$ cat src/rtl/mem_arb_pkg.sv
// Shared types for the two-master RAM arbiter: control states and master ids.
package mem_arb_pkg;
   localparam int NUM_MASTERS = 2;

   typedef enum logic [1:0] {IDLE, OWN0, OWN1} arb_state_t;
   typedef logic [0:0] master_id_t;

   function automatic arb_state_t own_state(master_id_t id);
      return id[0] ? OWN1 : OWN0;
   endfunction
endpackage

$ cat src/rtl/mem_arbiter_if.sv
// Bundle of both requester ports plus the shared RAM port.
// The slave side belongs to the arbiter; the master side drives requests and models the RAM.
interface mem_arbiter_if #(
   parameter int AW = 32,
   parameter int DW = 32
);
   logic          m0_req, m0_lock, m0_wr_en;
   logic [AW-1:0] m0_addr;
   logic [DW-1:0] m0_w_data;
   logic          m0_gnt, m0_r_valid;
   logic [DW-1:0] m0_r_data;

   logic          m1_req, m1_lock, m1_wr_en;
   logic [AW-1:0] m1_addr;
   logic [DW-1:0] m1_w_data;
   logic          m1_gnt, m1_r_valid;
   logic [DW-1:0] m1_r_data;

   logic          ram_wr_en;
   logic [AW-1:0] ram_addr;
   logic [DW-1:0] ram_w_data;
   logic [DW-1:0] ram_r_data;

   modport slave (
      input  m0_req, m0_lock, m0_wr_en, m0_addr, m0_w_data,
      output m0_gnt, m0_r_data, m0_r_valid,
      input  m1_req, m1_lock, m1_wr_en, m1_addr, m1_w_data,
      output m1_gnt, m1_r_data, m1_r_valid,
      output ram_wr_en, ram_addr, ram_w_data,
      input  ram_r_data
   );

   modport master (
      output m0_req, m0_lock, m0_wr_en, m0_addr, m0_w_data,
      input  m0_gnt, m0_r_data, m0_r_valid,
      output m1_req, m1_lock, m1_wr_en, m1_addr, m1_w_data,
      input  m1_gnt, m1_r_data, m1_r_valid,
      input  ram_wr_en, ram_addr, ram_w_data,
      output ram_r_data
   );
endinterface

$ cat src/rtl/mem_arbiter.sv
// Round-robin arbiter sharing one RAM port between the CPU (m0) and a debug/loader (m1),
// with capped locked bursts and read-data valid steering back to the issuing master.
module mem_arbiter
   import mem_arb_pkg::*;
#(
   parameter int AW        = 32,
   parameter int DW        = 32,
   parameter int MAX_BURST = 8
) (
   input  logic        clk,
   input  logic        rst_n,
   mem_arbiter_if.slave bus
);
   localparam int BW = (MAX_BURST > 2) ? $clog2(MAX_BURST) : 1;
   localparam logic [BW-1:0] CNT_CAP = BW'(MAX_BURST - 1);

   arb_state_t state_q, state_d;
   master_id_t last_q, last_d;
   master_id_t rd_id_q, rd_id_d;
   logic [BW-1:0] bcnt_q, bcnt_d, cnt_base;
   logic rd_pend_q, rd_pend_d;

   logic [NUM_MASTERS-1:0] req, lock, wr, gnt;
   logic any_gnt;
   master_id_t gnt_id;
   logic [AW-1:0] addr_sel;
   logic [DW-1:0] wdata_sel;

   assign req  = {bus.m1_req,   bus.m0_req};
   assign lock = {bus.m1_lock,  bus.m0_lock};
   assign wr   = {bus.m1_wr_en, bus.m0_wr_en};

   // An owner that stops requesting does not block the other master in the same cycle.
   always_comb begin
      gnt = '0;
      if (rst_n) begin
         if (state_q == OWN0 && req[0])      gnt = 2'b01;
         else if (state_q == OWN1 && req[1]) gnt = 2'b10;
         else if (req == 2'b11)              gnt = last_q[0] ? 2'b01 : 2'b10;
         else                                gnt = req;
      end
   end

   assign any_gnt = |gnt;
   assign gnt_id  = master_id_t'(gnt[1]);

   // A new owner starts counting from zero even if the other master left a partial burst.
   always_comb begin
      state_d   = IDLE;
      last_d    = last_q;
      bcnt_d    = '0;
      cnt_base  = (state_q == own_state(gnt_id)) ? bcnt_q : '0;
      rd_pend_d = any_gnt && !wr[gnt_id];
      rd_id_d   = gnt_id;
      if (any_gnt) begin
         last_d = gnt_id;
         if (lock[gnt_id] && cnt_base != CNT_CAP) begin
            state_d = own_state(gnt_id);
            bcnt_d  = cnt_base + 1'b1;
         end
      end
   end

   always_ff @(posedge clk or negedge rst_n) begin
      if (!rst_n) begin
         state_q   <= IDLE;
         last_q    <= 1'b1;
         bcnt_q    <= '0;
         rd_pend_q <= 1'b0;
         rd_id_q   <= 1'b0;
      end else begin
         state_q   <= state_d;
         last_q    <= last_d;
         bcnt_q    <= bcnt_d;
         rd_pend_q <= rd_pend_d;
         rd_id_q   <= rd_id_d;
      end
   end

   assign addr_sel  = gnt[1] ? bus.m1_addr   : bus.m0_addr;
   assign wdata_sel = gnt[1] ? bus.m1_w_data : bus.m0_w_data;

   assign bus.ram_addr   = addr_sel;
   assign bus.ram_w_data = wdata_sel;
   assign bus.ram_wr_en  = any_gnt && wr[gnt_id];

   assign bus.m0_gnt     = gnt[0];
   assign bus.m1_gnt     = gnt[1];
   assign bus.m0_r_data  = bus.ram_r_data;
   assign bus.m1_r_data  = bus.ram_r_data;
   assign bus.m0_r_valid = rd_pend_q && (rd_id_q == 1'b0);
   assign bus.m1_r_valid = rd_pend_q && (rd_id_q == 1'b1);
endmodule

$ cat src/flat_wrapper.sv
// flat-port wrapper written by rule: the top's interface ports become plain ports
module mem_arbiter_flat import mem_arb_pkg::*;
#(
   parameter int AW        = 32,
   parameter int DW        = 32,
   parameter int MAX_BURST = 8
)
  (clk, rst_n, bus_m0_req, bus_m0_lock, bus_m0_wr_en, bus_m0_addr, bus_m0_w_data, bus_m0_gnt, bus_m0_r_data, bus_m0_r_valid, bus_m1_req, bus_m1_lock, bus_m1_wr_en, bus_m1_addr, bus_m1_w_data, bus_m1_gnt, bus_m1_r_data, bus_m1_r_valid, bus_ram_wr_en, bus_ram_addr, bus_ram_w_data, bus_ram_r_data);
  mem_arbiter_if #(.AW(AW), .DW(DW)) bus_i ();
  input  logic clk;
  input  logic rst_n;
  input wire logic [$bits(bus_i.m0_req)-1:0] bus_m0_req;
  input wire logic [$bits(bus_i.m0_lock)-1:0] bus_m0_lock;
  input wire logic [$bits(bus_i.m0_wr_en)-1:0] bus_m0_wr_en;
  input wire logic [$bits(bus_i.m0_addr)-1:0] bus_m0_addr;
  input wire logic [$bits(bus_i.m0_w_data)-1:0] bus_m0_w_data;
  output wire logic [$bits(bus_i.m0_gnt)-1:0] bus_m0_gnt;
  output wire logic [$bits(bus_i.m0_r_data)-1:0] bus_m0_r_data;
  output wire logic [$bits(bus_i.m0_r_valid)-1:0] bus_m0_r_valid;
  input wire logic [$bits(bus_i.m1_req)-1:0] bus_m1_req;
  input wire logic [$bits(bus_i.m1_lock)-1:0] bus_m1_lock;
  input wire logic [$bits(bus_i.m1_wr_en)-1:0] bus_m1_wr_en;
  input wire logic [$bits(bus_i.m1_addr)-1:0] bus_m1_addr;
  input wire logic [$bits(bus_i.m1_w_data)-1:0] bus_m1_w_data;
  output wire logic [$bits(bus_i.m1_gnt)-1:0] bus_m1_gnt;
  output wire logic [$bits(bus_i.m1_r_data)-1:0] bus_m1_r_data;
  output wire logic [$bits(bus_i.m1_r_valid)-1:0] bus_m1_r_valid;
  output wire logic [$bits(bus_i.ram_wr_en)-1:0] bus_ram_wr_en;
  output wire logic [$bits(bus_i.ram_addr)-1:0] bus_ram_addr;
  output wire logic [$bits(bus_i.ram_w_data)-1:0] bus_ram_w_data;
  input wire logic [$bits(bus_i.ram_r_data)-1:0] bus_ram_r_data;
  assign bus_i.m0_req = bus_m0_req;
  assign bus_i.m0_lock = bus_m0_lock;
  assign bus_i.m0_wr_en = bus_m0_wr_en;
  assign bus_i.m0_addr = bus_m0_addr;
  assign bus_i.m0_w_data = bus_m0_w_data;
  assign bus_m0_gnt = bus_i.m0_gnt;
  assign bus_m0_r_data = bus_i.m0_r_data;
  assign bus_m0_r_valid = bus_i.m0_r_valid;
  assign bus_i.m1_req = bus_m1_req;
  assign bus_i.m1_lock = bus_m1_lock;
  assign bus_i.m1_wr_en = bus_m1_wr_en;
  assign bus_i.m1_addr = bus_m1_addr;
  assign bus_i.m1_w_data = bus_m1_w_data;
  assign bus_m1_gnt = bus_i.m1_gnt;
  assign bus_m1_r_data = bus_i.m1_r_data;
  assign bus_m1_r_valid = bus_i.m1_r_valid;
  assign bus_ram_wr_en = bus_i.ram_wr_en;
  assign bus_ram_addr = bus_i.ram_addr;
  assign bus_ram_w_data = bus_i.ram_w_data;
  assign bus_i.ram_r_data = bus_ram_r_data;
  mem_arbiter #(.AW(AW), .DW(DW), .MAX_BURST(MAX_BURST)) u_core (.clk(clk), .rst_n(rst_n), .bus(bus_i));
endmodule
$ cat config.mk
export PLATFORM = sky130hd
export DESIGN_NAME = mem_arbiter_flat
export DESIGN_NICKNAME = d
export VERILOG_FILES = /design/src/rtl/mem_arb_pkg.sv /design/src/rtl/mem_arbiter_if.sv /design/src/rtl/mem_arbiter.sv /design/src/flat_wrapper.sv
export SDC_FILE = /design/constraint.sdc
export NUM_CORES = 1
export LEC_CHECK = 0
export ABC_AREA = 1
export BUFFER_PORTS_ARGS = -buffer_cell sky130_fd_sc_hd__buf_2
export CORE_AREA = 3 3 117 119
export DETAILED_ROUTE_END_ITERATION = 8
export DIE_AREA = 0 0 120 122
export PLACE_DENSITY_LB_ADDON = 0.1
export SYNTH_ARGS = -nofsm -noshare
export SYNTH_HDL_FRONTEND = slang
export SYNTH_SLANG_ARGS = --single-unit
$ cat constraint.sdc
create_clock -name clk -period 4.45 [get_ports clk]
set_input_delay 0.445 -clock clk [delete_from_list [all_inputs] [get_ports clk]]
set_output_delay 0.445 -clock clk [all_outputs]
set_load 0.02 [all_outputs]
## After elaboration in Yosys (flattened, before gate mapping)

Cells that the tools add are included.

- Bitwise gates (word level): 1
- Add/subtract/negate cells: 1
- Eq/ne operators: 5
- Order comparisons: 1
- Muxes and demuxes: 17
- Reduce and logical (&&, ||, !) cells: 9

Operators by type and width:

| kind | count |
|---|---|
| 2-to-1 mux 32 bit | 2 |
| 2-to-1 mux 2 bit | 8 |
| 2-to-1 mux 3 bit | 3 |
| logical AND 1 bit | 7 |
| == test 2 bit, second input constant | 2 |
| 2-to-1 mux 1 bit | 4 |
| adder 3 x 1 -> 3 bit, second input constant | 1 |
| != test 3 bit, second input constant | 1 |
| == test 2 x 1 -> 1 bit, second input constant | 1 |
| == test 2 bit | 1 |
| less-than comparator 1 x 2 -> 1 bit, second input constant | 1 |
| OR reduction 2 bit | 1 |
| logical NOT 1 bit | 1 |
| NOT 1 bit | 1 |

- Word-level logic and storage cells: 39
- Flip-flop bits (word level): 8
- Bits of input ports: 168

## Logic depth before layout (Yosys ltp)

- Word-level depth: 12
- Mapped depth: 15

## Worst setup path before layout

Ideal clock, no wire load.

- Path kind: input to register
- From: in bus_m0_req
- To: reg u_core.bcnt_q[0]
- Data arrival time: 1.767 ns
- Setup slack: 2.611 ns
- Buffers on the path: 0
- Cell stages on the path: 14
- Cell sequence: nand2_1 -> nand2_1 -> nand2_1 -> nand2_2 -> nand2_1 -> and2_1 -> nor2_1 -> ha_1 -> ha_1 -> nor2_1 -> nand3_1 -> nand2_1 -> nand2_1 -> nor2_1

- Word-level cells in the longest chain between the ends: 12
- Elaborated cells between the ends (all ways): 17
- Those cells by class: 1 x add/sub; 3 x eq/ne; 10 x mux; 3 x reduce/logical

RTL lines:

| item | RTL line | text |
|---|---|---|
| start, declared | flat_wrapper.sv:12 | `input wire logic [$bits(bus_i.m0_req)-1:0] bus_m0_req;` |
| == test 2 bit | mem_arbiter.sv:39 | `else if (req == 2'b11) gnt = last_q[0] ? 2'b01 : 2'b10;` |
| 2-to-1 mux 2 bit | mem_arbiter.sv:39 |  |
| 2-to-1 mux 2 bit | mem_arbiter.sv:38 | `else if (state_q == OWN1 && req[1]) gnt = 2'b10;` |
| 2-to-1 mux 2 bit * | mem_arbiter.sv:37 | `if (state_q == OWN0 && req[0]) gnt = 2'b01;` |
| 2-to-1 mux 2 bit * | mem_arbiter.sv:36 | `if (rst_n) begin` |
| parallel branches: the longest is 6 deep, another holds adder 3 x 1 -> 3 bit | - |  |
| 2-to-1 mux 3 bit * | mem_arbiter.sv:55 | `if (any_gnt) begin` |
| named net u_core.bcnt_d[0] | mem_arbiter.sv:20 | `logic [BW-1:0] bcnt_q, bcnt_d, cnt_base;` |
| end signal, assigned | mem_arbiter.sv:74 | `bcnt_q <= bcnt_d;` |
| end, declared | mem_arbiter.sv:20 |  |

Mark *: on every way through the listed nets, which the timed path passes. The select of a mux whose other input is x is not followed.
A chain may end at the register's enable or synchronous reset.

## Worst setup path in the final report

- From: reg u_core.last_q
- To: out bus_ram_w_data[29]

- Word-level cells in the longest chain between the ends: 6

RTL lines:

| item | RTL line | text |
|---|---|---|
| start, declared | mem_arbiter.sv:18 | `master_id_t last_q, last_d;` |
| start signal, assigned | mem_arbiter.sv:73 | `last_q <= last_d;` |
| 2-to-1 mux 2 bit (2 in a row) | mem_arbiter.sv:39 |  |
| 2-to-1 mux 2 bit | mem_arbiter.sv:38 |  |
| 2-to-1 mux 2 bit | mem_arbiter.sv:37 |  |
| 2-to-1 mux 2 bit | mem_arbiter.sv:36 |  |
| 2-to-1 mux 32 bit | mem_arbiter.sv:81 | `assign wdata_sel = gnt[1] ? bus.m1_w_data : bus.m0_w_data;` |
| end, declared | flat_wrapper.sv:30 | `output wire logic [$bits(bus_i.ram_w_data)-1:0] bus_ram_w_data;` |

No other way between the ends.

==> flow_metrics.py <==
metrics = {
    "yosys": {
        "syn-num-nets": 506,
        "synth_compound_area_share_pct": 1.06,
        "yosys_warnings": 0,
        "muxShareOfSynthArea_pct": 0,
        "avgSynthCellArea_um2": 5.27,
        "syn-cell-area_um2": 1770,
        "ys.flop_type": "dfrtp_1",
        "synth_top_family_by_area": "simple AND/OR/NAND/NOR gates",
        "ys_types": 18,
        "ys_ff_latch": 8,
        "synth_edf_count": 0,
        "yosys.area.top_type": "nand2_1",
        "ys_async_sr_fraction_pct": 100,
        "synth-simple-area-share_pct": 50.2,
        "synthCells": 336,
        "synth_top_area_share_pct": 44.3,
        "seq_area_frac_synth_pct": 11.4,
        "synthXorXnorAreaFrac_pct": 0,
        "synth_area_leaders": "nand2_1 44%, buf_4 31%, dfrtp_1 9.9%",
        "synthAdderAreaFrac_pct": 1.41,
    },
    "sta": {
        "period_needed_ns": 2.82,
        "relSlewSlack_pct": 39.7,
        "setup_viol": 0,
        "min_period_over_period_pct": 63.4,
        "finalHoldViolCount": 0,
        "max_freq_ghz": 0.354,
        "timing.setup.tns_ns": 0,
        "fin_worst_skew_ns": 0.00210,
        "rsz0062_at_grt": "no",
        "slew_viol_final": 0,
        "worst_pin_slew_ns": 0.902,
    },
    "detailed_routing": {
        "drt_iter0_drc": 47,
        "vias": 2293,
        "routedWlPerCell_um": 10.6,
        "final_antenna_net_count": 0,
        "drt_wl_total_um": 6810,
        "drt_pass1_iterations": 4,
        "drc": 0,
        "viasPerCell": 3.58,
    },
    "floorplanning": {
        "rows": 41,
        "dieArea_um2": 14600,
        "die_x_um": 120,
        "die_y_um": 122,
        "ios": 301,
        "start_util_pct": 14.0,
        "core-area_um2": 12700,
    },
    "clocking": {
        "insertion_delay_ns": 0.23,
        "cts_setup_buffers": 0,
        "cts-htree-levels": 1,
        "numCtsBuffers": 3,
        "cts-root-buf": "clkbuf_16",
        "cts_buffer_depth": 2,
        "cts_sinks": 8,
        "cts_tree": "built",
        "cts.repair.resized": 0,
        "clkTransAtPathRegs_ns": 0.04,
        "cts-hold-fix-buffers": 0,
    },
    "cells_and_area": {
        "postLayoutCellArea_um2": 2540,
        "drive_gt1_share_pct": 46.9,
        "fill_cells": 1489,
        "num-nets-final": 640,
        "num_antenna_cells": 0,
        "area_delta_synth_final_pct": 43.4,
    },
    "pwr": {
        "peakVddDrop_uv": 89.8,
        "p_seq_share_pct": 14.9,
        "clockPowerShare_pct": 27.2,
        "netSwitchingFraction_pct": 42.9,
        "p_comb_share_pct": 58.0,
        "p_switching_mw": 0.242,
        "p_leak_nw": 1.71,
        "power_density_nw_per_um2": 222,
        "power.internal_mw": 0.322,
    },
    "critical_path": {
        "path_cells": "nand2_1 > nand2_1 > nand2_1 > nand2_2 > buf_4 > nand2_1 > nand2_1 > buf_2",
        "crit_path_start_kind": "flop",
        "required_ns": 4.01,
        "timing.critical_path.from": "u_core.last_q$_DFFE_PN1P_",
        "slowest_stage": "dfstp_2",
        "cp_common_cell": "nand2_1",
        "crit_fanout": 37,
        "crit_arrival_ns": 2.38,
        "crit_path_end_kind": "output port",
        "crit_type": "reg -> out",
        "max_stage_delay_ns": 0.53,
        "rr_startpoint": "u_core.last_q$_DFFE_PN1P_",
    },
    "grt": {
        "grt_pass1_vias": 2194,
        "grt_max_degree": 38,
        "antenna_found_initial": 0,
        "grt_pass1_wl_um": 9800,
        "grt_use_total_pct": 8.09,
        "overflow": 0,
    },
    "placement": {
        "place_congestion": 0.760,
        "place_area_um2": 2460,
        "dpl.hpwl_um": 5670,
        "port_buffers": 204,
    },
    "worst_hold_path": {
        "min_path_type": "in -> async",
    },
    "run": {
        "drv_cap": 0,
    },
    "status": {
        "status": "finished, final reports clean",
    },
}
==> final cells by class <==
type	instances	area, um2	share of cell area [%]
inverters	16	60.1	2.37
well taps	172	215	8.48
clock buffers	4	78.8	3.10
flip-flops and latches	8	201	7.93
multi-input cells	234	940	37.0
repair buffers	207	1040	41.1
==> sequential cells by signal (all words and copies together), names as in the netlist <==
name,cells
u_core.rd_id_q,1
u_core.rd_pend_q,1
u_core.state_q,2
u_core.last_q,1
u_core.bcnt_q,3
==> per-stage QoR <==
stage / cells / power [mW] / hold slack [ns] / utilization, % / setup slack, ns
6_report: 641 / 0.564 / 0.0692 / 20.0 / 1.63
5_1_grt: 641 / 0.610 / 0.0869 / 20.0 / 1.38
4_1_cts: 641 / 0.577 / 0.0723 / 20.0 / 1.50
3_5_place_dp: 637 / 0.418 / 0.318 / 19.4 / 1.67
3_3_place_gp: 637 / 0.422 / 0.313 / 19.4 / 1.65
2_1_floorplan: 336 / 0.362 / 0.149 / - / 2.61
==> cells in the mapped netlist, types with 2 or more instances <==
cell type	n
buf_2	5
buf_4	72
dfrtp_1	7
ha_1	2
inv_1	13
inv_2	3
nand2_1	209
nand2_2	3
nand3_1	3
nand3_2	2
nor2_1	10
==> power by group through the flow <==
stage	clock network [mW]	logic (mW)	registers, mW
final	0.153	0.327	0.0840
after global routing	0.161	0.364	0.0846
after CTS	0.158	0.335	0.0839
after detailed placement	0	0.333	0.0848
after global placement	0	0.337	0.0851
after floorplan	0	0.279	0.0835
==> cells in the final DEF, fill, tap and decap left out, drive strengths merged, types with 2 or more instances in the layout <==
master / instances
clkbuf: 4
nor2: 10
nand3: 5
ha: 2
dfrtp: 7
a21oi: 2
inv: 16
buf: 207
nand2: 212
==> kinds of logic after synthesis <==
family,count (synthesis)
DFF,8
buffers and inverters,94
and+or+nand+nor,229
adders and majority gates,2
AOI/OAI and AO/OA,3
==> routing by layer <==
metal / track usage (%) / part of all wire, % / vias to the layer above
met5: 0 / 0 / -
li1: - / - / 1191
met1: 7.78 / 34 / 943
met4: 2.43 / 2.3 / 0
met2: 17.0 / 55 / 126
met3: 1.53 / 8.5 / 33
==> path summary, 6_finish.rpt <==
check	endpoint	slack [ns]	depth (start not counted)
min in group clk	u_core.rd_pend_q$_DFF_PN0_	0.50	4
worst min-delay path	u_core.rd_id_q$_DFF_PN0_	0.07	1
worst min register to register	u_core.last_q$_DFFE_PN1P_	0.53	2
max in group asynchronous	u_core.last_q$_DFFE_PN1P_	4.13	1
worst max-delay path	bus_ram_w_data[29]	1.63	8
worst max register to register	u_core.bcnt_q[0]$_DFF_PN0_	1.92	14
==> critical path: cells and delay by family, from the launching register on <==
| kind | cells | cell delay (ns) |
|---|---|---|
| flops | 1 | 0.53 |
| buf+inv | 2 | 0.61 |
| simple gates | 6 | 0.99 |
Note: power is estimated with default switching activity, not from simulation.
